===== config.mk =====
export PLATFORM = sky130hd
export DESIGN_NAME = blake_round_seq_flat
export DESIGN_NICKNAME = d
export VERILOG_FILES = /design/src/rtl/blake_round_seq_if.sv /design/src/rtl/blake_round_seq.sv /design/src/flat_wrapper.sv
export SDC_FILE = /design/constraint.sdc
export NUM_CORES = 1
export LEC_CHECK = 0
export ABC_AREA = 1
export BUFFER_PORTS_ARGS = -buffer_cell sky130_fd_sc_hd__buf_2
export CORE_MARGIN = 2
export CORE_UTILIZATION = 49
export DETAILED_ROUTE_END_ITERATION = 7
export PLACE_DENSITY = 0.85
export SLEW_MARGIN = 10
export SYNTH_ARGS = -nofsm -noshare
export SYNTH_HDL_FRONTEND = slang
export SYNTH_SLANG_ARGS = --single-unit

===== constraint.sdc =====
create_clock -name clk -period 2.05 [get_ports clk]
set_clock_uncertainty 0.15 [all_clocks]
set_input_delay 0.1025 -clock clk [delete_from_list [all_inputs] [get_ports clk]]
set_output_delay 0.1025 -clock clk [all_outputs]
set_load 0.005 [all_outputs]

===== src/rtl/blake_round_seq_if.sv =====
// Handshake and index bus between the BLAKE-512 core controller (master)
// and the round/step sequencer (slave). Widths follow the sequencer parameters.
interface blake_round_seq_if #(
   parameter int ROUNDS    = 16,
   parameter int STEPS     = 8,
   parameter int SIGMA_MOD = 10
);
   localparam int RW = (ROUNDS    > 1) ? $clog2(ROUNDS)    : 1;
   localparam int SW = (STEPS     > 1) ? $clog2(STEPS)     : 1;
   localparam int GW = (SIGMA_MOD > 1) ? $clog2(SIGMA_MOD) : 1;

   logic             start;
   logic             stall;
   logic             abort;
   logic             busy;
   logic [RW-1:0]    round_idx;
   logic [SW-1:0]    step_idx;
   logic [RW+SW-1:0] flat_idx;
   logic [GW-1:0]    sigma_idx;
   logic             first_step;
   logic             last_step;
   logic             done;

   modport master (
      output start, stall, abort,
      input  busy, round_idx, step_idx, flat_idx, sigma_idx,
             first_step, last_step, done
   );

   modport slave (
      input  start, stall, abort,
      output busy, round_idx, step_idx, flat_idx, sigma_idx,
             first_step, last_step, done
   );
endinterface


===== src/rtl/blake_round_seq.sv =====
// Round / G-step sequencer for the BLAKE-512 compression core.
// Walks ROUNDS x STEPS G-steps after a start request, tracks the sigma row
// with its own modulo counter, supports stall and abort, and pulses done
// for one cycle after the final step. Every output is decoded from registers.
module blake_round_seq #(
   parameter int ROUNDS    = 16,
   parameter int STEPS     = 8,
   parameter int SIGMA_MOD = 10
) (
   input  logic                 clk,
   input  logic                 rstb,
   blake_round_seq_if.slave     bus
);
   localparam int RW = (ROUNDS    > 1) ? $clog2(ROUNDS)    : 1;
   localparam int SW = (STEPS     > 1) ? $clog2(STEPS)     : 1;
   localparam int GW = (SIGMA_MOD > 1) ? $clog2(SIGMA_MOD) : 1;
   localparam int FW = RW + SW;

   localparam logic [RW-1:0] LP_ROUND_LAST = RW'(ROUNDS - 1);
   localparam logic [SW-1:0] LP_STEP_LAST  = SW'(STEPS - 1);
   localparam logic [GW-1:0] LP_SIGMA_LAST = GW'(SIGMA_MOD - 1);

   typedef enum logic [1:0] {
      ST_IDLE = 2'd0,
      ST_RUN  = 2'd1,
      ST_DONE = 2'd2
   } state_t;

   state_t        r_state;
   state_t        w_state_nxt;
   logic [RW-1:0] r_round;
   logic [RW-1:0] w_round_nxt;
   logic [SW-1:0] r_step;
   logic [SW-1:0] w_step_nxt;
   logic [GW-1:0] r_sigma;
   logic [GW-1:0] w_sigma_nxt;
   logic          w_run;
   logic          w_step_wrap;
   logic          w_last;

   assign w_run       = (r_state == ST_RUN);
   assign w_step_wrap = (r_step == LP_STEP_LAST);
   assign w_last      = w_run && (r_round == LP_ROUND_LAST) && w_step_wrap;

   // State and index registers; async reset returns everything to idle zeros.
   always_ff @(posedge clk or negedge rstb) begin
      if (!rstb) begin
         r_state <= ST_IDLE;
         r_round <= {RW{1'b0}};
         r_step  <= {SW{1'b0}};
         r_sigma <= {GW{1'b0}};
      end else begin
         r_state <= w_state_nxt;
         r_round <= w_round_nxt;
         r_step  <= w_step_nxt;
         r_sigma <= w_sigma_nxt;
      end
   end

   // Next-state and index update; abort has priority over start and stall.
   always_comb begin
      w_state_nxt = r_state;
      w_round_nxt = r_round;
      w_step_nxt  = r_step;
      w_sigma_nxt = r_sigma;
      if (bus.abort) begin
         w_state_nxt = ST_IDLE;
         w_round_nxt = {RW{1'b0}};
         w_step_nxt  = {SW{1'b0}};
         w_sigma_nxt = {GW{1'b0}};
      end else begin
         case (r_state)
            ST_IDLE: begin
               w_round_nxt = {RW{1'b0}};
               w_step_nxt  = {SW{1'b0}};
               w_sigma_nxt = {GW{1'b0}};
               if (bus.start) begin
                  w_state_nxt = ST_RUN;
               end else begin
                  w_state_nxt = ST_IDLE;
               end
            end
            ST_RUN: begin
               if (bus.stall) begin
                  w_state_nxt = ST_RUN;
               end else if (w_last) begin
                  w_state_nxt = ST_DONE;
                  w_round_nxt = {RW{1'b0}};
                  w_step_nxt  = {SW{1'b0}};
                  w_sigma_nxt = {GW{1'b0}};
               end else if (w_step_wrap) begin
                  w_step_nxt  = {SW{1'b0}};
                  w_round_nxt = r_round + RW'(1);
                  if (r_sigma == LP_SIGMA_LAST) begin
                     w_sigma_nxt = {GW{1'b0}};
                  end else begin
                     w_sigma_nxt = r_sigma + GW'(1);
                  end
               end else begin
                  w_step_nxt = r_step + SW'(1);
               end
            end
            ST_DONE: begin
               w_state_nxt = ST_IDLE;
               w_round_nxt = {RW{1'b0}};
               w_step_nxt  = {SW{1'b0}};
               w_sigma_nxt = {GW{1'b0}};
            end
            default: begin
               w_state_nxt = ST_IDLE;
               w_round_nxt = {RW{1'b0}};
               w_step_nxt  = {SW{1'b0}};
               w_sigma_nxt = {GW{1'b0}};
            end
         endcase
      end
   end

   assign bus.busy       = w_run;
   assign bus.done       = (r_state == ST_DONE);
   assign bus.round_idx  = r_round;
   assign bus.step_idx   = r_step;
   assign bus.sigma_idx  = r_sigma;
   assign bus.first_step = w_run && (r_round == {RW{1'b0}}) && (r_step == {SW{1'b0}});
   assign bus.last_step  = w_last;

   // A power-of-two step count makes the flat index a plain concatenation.
   if (STEPS == (1 << SW)) begin : g_flat_cat
      assign bus.flat_idx = {r_round, r_step};
   end else begin : g_flat_mul
      assign bus.flat_idx = FW'(r_round) * FW'(STEPS) + FW'(r_step);
   end
endmodule


===== src/flat_wrapper.sv =====
// flat-port wrapper written by rule: the top's interface ports become plain ports
module blake_round_seq_flat 
#(
   parameter int ROUNDS    = 16,
   parameter int STEPS     = 8,
   parameter int SIGMA_MOD = 10
)
  (clk, rstb, bus_start, bus_stall, bus_abort, bus_busy, bus_round_idx, bus_step_idx, bus_flat_idx, bus_sigma_idx, bus_first_step, bus_last_step, bus_done);
  blake_round_seq_if #(.ROUNDS(ROUNDS), .STEPS(STEPS), .SIGMA_MOD(SIGMA_MOD)) bus_i ();
  input  logic clk;
  input  logic rstb;
  input wire logic [$bits(bus_i.start)-1:0] bus_start;
  input wire logic [$bits(bus_i.stall)-1:0] bus_stall;
  input wire logic [$bits(bus_i.abort)-1:0] bus_abort;
  output wire logic [$bits(bus_i.busy)-1:0] bus_busy;
  output wire logic [$bits(bus_i.round_idx)-1:0] bus_round_idx;
  output wire logic [$bits(bus_i.step_idx)-1:0] bus_step_idx;
  output wire logic [$bits(bus_i.flat_idx)-1:0] bus_flat_idx;
  output wire logic [$bits(bus_i.sigma_idx)-1:0] bus_sigma_idx;
  output wire logic [$bits(bus_i.first_step)-1:0] bus_first_step;
  output wire logic [$bits(bus_i.last_step)-1:0] bus_last_step;
  output wire logic [$bits(bus_i.done)-1:0] bus_done;
  assign bus_i.start = bus_start;
  assign bus_i.stall = bus_stall;
  assign bus_i.abort = bus_abort;
  assign bus_busy = bus_i.busy;
  assign bus_round_idx = bus_i.round_idx;
  assign bus_step_idx = bus_i.step_idx;
  assign bus_flat_idx = bus_i.flat_idx;
  assign bus_sigma_idx = bus_i.sigma_idx;
  assign bus_first_step = bus_i.first_step;
  assign bus_last_step = bus_i.last_step;
  assign bus_done = bus_i.done;
  blake_round_seq #(.ROUNDS(ROUNDS), .STEPS(STEPS), .SIGMA_MOD(SIGMA_MOD)) u_core (.clk(clk), .rstb(rstb), .bus(bus_i));
endmodule

### Word level (Yosys, flattened, before mapping)

Cells that the tools add are included.

| storage, ports and cells | value |
|---|---|
| input port bits | 5 |
| register bits | 13 |

| operators by class | value |
|---|---|
| $add $sub $neg | 3 |
| multiplexer cells | 21 |
| equality and inequality tests | 8 |
| reduce and logical (&&, ||, !) cells | 8 |

Operators with widths:

| kind | count |
|---|---|
| two-way mux 4 bit | 11 |
| two-way mux 3 bit | 5 |
| adder 4 x 1 -> 4 bit, second input constant | 2 |
| equality test 4 bit, second input constant | 2 |
| inequality test 4 bit, second input constant | 2 |
| two-way mux 2 bit | 3 |
| logical AND 1 bit | 4 |
| zero test 4 bit | 1 |
| case mux 2 bit (2 select lines) | 1 |
| adder 3 x 1 -> 3 bit, second input constant | 1 |
| equality test 3 bit, second input constant | 1 |
| zero test 3 bit | 1 |
| inequality test 3 bit, second input constant | 1 |
| equality test 2 x 1 -> 1 bit, second input constant | 1 |
| equality test 2 bit, second input constant | 1 |
| zero test 2 bit | 1 |
| AND reduction 2 bit | 1 |
| two-way mux 1 bit | 1 |

### Logic depth before layout (Yosys ltp)

| depth | value |
|---|---|
| depth in word-level cells | 7 |
| mapped depth | 9 |
| depth with buffers taken out | 9 |

### Least setup slack after synthesis

OpenSTA, ideal clock, no wires.

| path | value |
|---|---|
| kind | register to register |
| from | reg u_core.r_step[0] (netlist: u_core.bus.step_idx[0]) |
| to | reg u_core.r_sigma[3] (netlist: u_core.bus.sigma_idx[3]) |
| arrival | 1269 ps |
| slack | 517 ps |
| period minus slack after synthesis | 1533 ps |
| library setup time | 114 ps |
| cell stages (with the launch flop) | 10 |
| data required time | 1786 ps |
| cells stage by stage | dfrtp_1 > ha_1 > ha_1 > nand2_1 > nor2_1 > nand3_1 > nand2_1 > nand2_1 > nand2_1 > nor2_1 |

| between the ends | value |
|---|---|
| word-level cells in the longest chain between the ends | 6 |
| elaborated cells on any way between the ends | 8 |

RTL lines:

| element | RTL line | text |
|---|---|---|
| start: declaration | blake_round_seq.sv:33 | `logic [SW-1:0] r_step;` |
| start signal: assignment | blake_round_seq.sv:50 | `r_step <= {SW{1'b0}};` |
| start signal: assignment | blake_round_seq.sv:55 | `r_step <= w_step_nxt;` |
| equality test 3 bit * | blake_round_seq.sv:42 | `assign w_step_wrap = (r_step == LP_STEP_LAST);` |
| logical AND 1 bit | blake_round_seq.sv:43 | `assign w_last = w_run && (r_round == LP_ROUND_LAST) && w_step_wrap;` |
| two-way mux 4 bit | blake_round_seq.sv:86 | `end else if (w_last) begin` |
| two-way mux 4 bit | blake_round_seq.sv:84 | `if (bus.stall) begin` |
| two-way mux 4 bit | blake_round_seq.sv:72 | `case (r_state)` |
| two-way mux 4 bit | blake_round_seq.sv:66 | `if (bus.abort) begin` |
| end signal: assignment | blake_round_seq.sv:51 | `r_sigma <= {GW{1'b0}};` |
| end signal: assignment | blake_round_seq.sv:56 | `r_sigma <= w_sigma_nxt;` |
| end: declaration | blake_round_seq.sv:35 | `logic [GW-1:0] r_sigma;` |

Every way passes the cells marked *; elsewhere a longest branch is shown, timed or not. The select of a mux whose other input is x is not followed.
A chain may end at the register's enable or synchronous reset.

### Worst setup path in the final report

| path | value |
|---|---|
| from | reg u_core.r_step[0] (netlist: u_core.bus.step_idx[0]) |
| to | out bus_last_step |

| between the ends | value |
|---|---|
| word-level cells in the longest chain between the ends | 2 |

RTL lines:

| element | RTL line | text |
|---|---|---|
| equality test 3 bit | blake_round_seq.sv:42 |  |
| logical AND 1 bit | blake_round_seq.sv:43 |  |
| end: declaration | flat_wrapper.sv:21 | `output wire logic [$bits(bus_i.last_step)-1:0] bus_last_step;` |

No other way between the ends.

==> flow_summary.ini <==
[finish]
antenna_cells_inserted = 0
area_growth_pct = 17.5
post_route_cells_drive_above_1_share = 0.270
layout.cell_area.non_filler_mm2 = 0.00104
number_of_filler_instances_in_the_final_layout = 160
instances_no_fill = 166
nNetsFinal = 154

[routing]
post-route-drc-count = 0
first_iter_violations = 21
postRouteAntennaNets = 0
routed-via-count = 825
avgViaCountPerCell = 4.97
routedWlPerCell_um = 11.6
drt_wl_total_mm = 1.93
detailedRoute.firstPassIterationCount = 4

[global_route]
grt_pass1_wl_mm = 3.33
grt_antenna_before_repair = 0
globalRouteOverflowTotal = 0
grt_util_all_layers = 0.222
grt_pass1_vias = 756
grt_start_max_net_pins = 14

[timing]
slew_viol_final = 0
fmaxAchievable_ghz = 0.538
worstMarginPinSlew_ps = 289
slew_margin_rel = 0.807
final-setup-viol-count = 0
post-route-min-period_ps = 1860
hold-worst-slack_ps = 27.9
rsz0062_at_grt = no
finalCritPeriodShare = 0.907
hold_viol = 0
tns_ps = 0

[synth]
mappedNetlistNets = 128
ys_warnings = 0
synth_largest_type_area_fraction = 0.367
synth_edf_count = 0
synthesis.area_um2 = 886
synthArstFlopShare = 1.00
yosys-top-cells-count = nand2_1, inv_1, dfrtp_1
synth-main-ff-cell = dfrtp_1
syn_avg_cell_area_um2 = 7.64
synth_sequential_area_ratio = 0.367
synth_largest_area_cell = dfrtp_1
synth_cell_type_count = 19
netlist_instances = 116
ys_ff_latch = 13
synth.most_common_cell = nand2_1
synthTopCellsByArea = dfrtp_1, nand2_1, ha_1

[cts]
clockRootBuffer = clkbuf_4
post_cts_buffers = 0
cts-buffers-inserted = 3
ctsLongestPathBuffers = 2
cts_tree = yes
ctsResizeCount = 0
clock_insertion_delay_worst_skew_ps = 290
cts.htree.levels = 1
clkTransAtPathRegs_ps = 90
clock-sinks = 13

[worst_setup_path]
crit_arrival_ps = 1610
worstSetupStartpointType = flip-flop
setup.worst_path.start = u_core.bus.step_idx[0]$_DFFE_PN0P_
cp-endpoint = bus_last_step
reg2regPathDepth = 9
critPathCaptureType = output pin
path_max_fanout = 7
worst_case_register_to_register_setup_slack_ps = 360
worst_r2r_startpoint = u_core.bus.step_idx[0]$_DFFE_PN0P_
worst-endpoint-required_ps = 1800
ws_path_type = flip-flop to output pin
regToRegEndpoint = u_core.bus.sigma_idx[3]$_DFFE_PN0P_

[floorplanning]
die_area_mm2 = 0.00216
floorplan.rows = 15
die-width_um = 46.5
boundaryPins = 27
vertical_die_dimension_um = 46.5
core-area_mm2 = 0.00171
initial_core_util = 0.519

[status]
status = complete, no violations

[worst_hold_path]
min_from = bus_start
worst_hold_path_type = input pin to flip-flop

[placed_design]
place_hpwl_mm = 1.50
port-buffer-count = 26
numPlacedInstances = 160
placedInstanceArea_um2 = 995
gpl_congestion = 0.815

[job]
max_cap_viol_count = 0

[power]
power.static_leakage_nw = 0.585
worst_voltage_drop_across_the_vdd_grid_mv = 0.391
power-per-cell-area_mw_per_mm2 = 491
[worst max-delay path, stage by stage, from the launching register on]
cell and delay (ps):
dfrtp_1 400, ha_1 160, ha_1 280, nand3_1 120, nor2_1 210, buf_2 150
[cells in the final DEF, fill, tap and decap left out]
| cell type | synthesis | layout |
|---|---|---|
| a31oi_1 | 1 | 1 |
| nor3_1 | 1 | 1 |
| clkbuf_1 | 0 | 1 |
| a211oi_1 | 1 | 1 |
| nand3_1 | 12 | 12 |
| nor2_8 | 1 | 1 |
| dlygate4sd3_1 | 0 | 2 |
| nand3_2 | 1 | 1 |
| nor2_2 | 2 | 2 |
| nor2_1 | 11 | 11 |
| inv_2 | 4 | 4 |
| ha_1 | 7 | 7 |
| buf_2 | 0 | 26 |
| nand3_4 | 1 | 1 |
| nand4_1 | 2 | 2 |
| clkbuf_4 | 0 | 3 |
| nor4_1 | 1 | 1 |
| inv_1 | 17 | 17 |
| o21ai_0 | 8 | 8 |
| xor2_1 | 1 | 1 |
| nand2_1 | 25 | 25 |
| dfrtp_1 | 13 | 13 |
[logic make-up (layout without fill, tap and decap cells)]
group,count (synthesis),count (layout),share of synthesized area
compound gates,10,10,0.0607
xor+xnor,1,1,0.00989
fa+ha+maj,7,7,0.0989
buf+inv,28,53,0.148
flops,13,13,0.367
simple gates,57,57,0.315
[per-layer routing]
metal | vias to the layer above | routed length [um] | GRT usage
met2 | 30 | 928 | 0.353
met1 | 381 | 865 | 0.292
met4 | 0 | 36 | 0.0857
met3 | 5 | 98 | 0.0471
met5 | - | 0 | 0
li1 | 409 | - | -
[worst min path at each step]
stage / endpoint / slack, ps / depth (start not counted)
floorplan: u_core.bus.round_idx[0]$_DFFE_PN0P_ / -340 / 0
global placement: u_core.bus.round_idx[1]$_DFFE_PN0P_ / -150 / 1
detailed placement: u_core.bus.step_idx[1]$_DFFE_PN0P_ / -140 / 1
CTS: u_core.r_state[0]$_DFFE_PN0P_ / 40 / 5
global route: u_core.r_state[0]$_DFFE_PN0P_ / 70 / 5
finish: u_core.r_state[0]$_DFFE_PN0P_ / 30 / 5
[area by class of cell]
| cell class | count | area [um^2] | share of cell area |
|---|---|---|---|
| flip-flops and latches | 13 | 325 | 0.312 |
| multi-input cells | 75 | 429 | 0.412 |
| well taps | 25 | 31.3 | 0.0300 |
| inverters | 21 | 78.8 | 0.0757 |
| clock buffers | 4 | 26.3 | 0.0252 |
| repair buffers | 28 | 150 | 0.144 |
[registers in the layout (all words and copies together), names as in the netlist]
name	cells
u_core.bus.round_idx	4
u_core.bus.sigma_idx	4
u_core.bus.step_idx	3
u_core.r_state	2
[per-stage QoR]
stage                     total power [mW]  setup slack [ps]  utilization
after global placement               0.340               471        0.582
after global routing                 0.535              61.8        0.610
after floorplan                      0.317               517            -
final                                0.511               191        0.610
after detailed placement             0.344               397        0.582
after CTS                            0.511               220        0.610
[power by group]
group          switching, mW  internal [mW]
combinational         0.0453         0.0273
clock                 0.0941         0.0757
sequential           0.00732          0.261
[what timing repair did]
item / in CTS / in global routing
endpoints found under the setup margin: 0 / 0
hold buffers: 2 / 0
hold endpoints to repair: 14 / 0
Power figures use the tool's default switching activity.
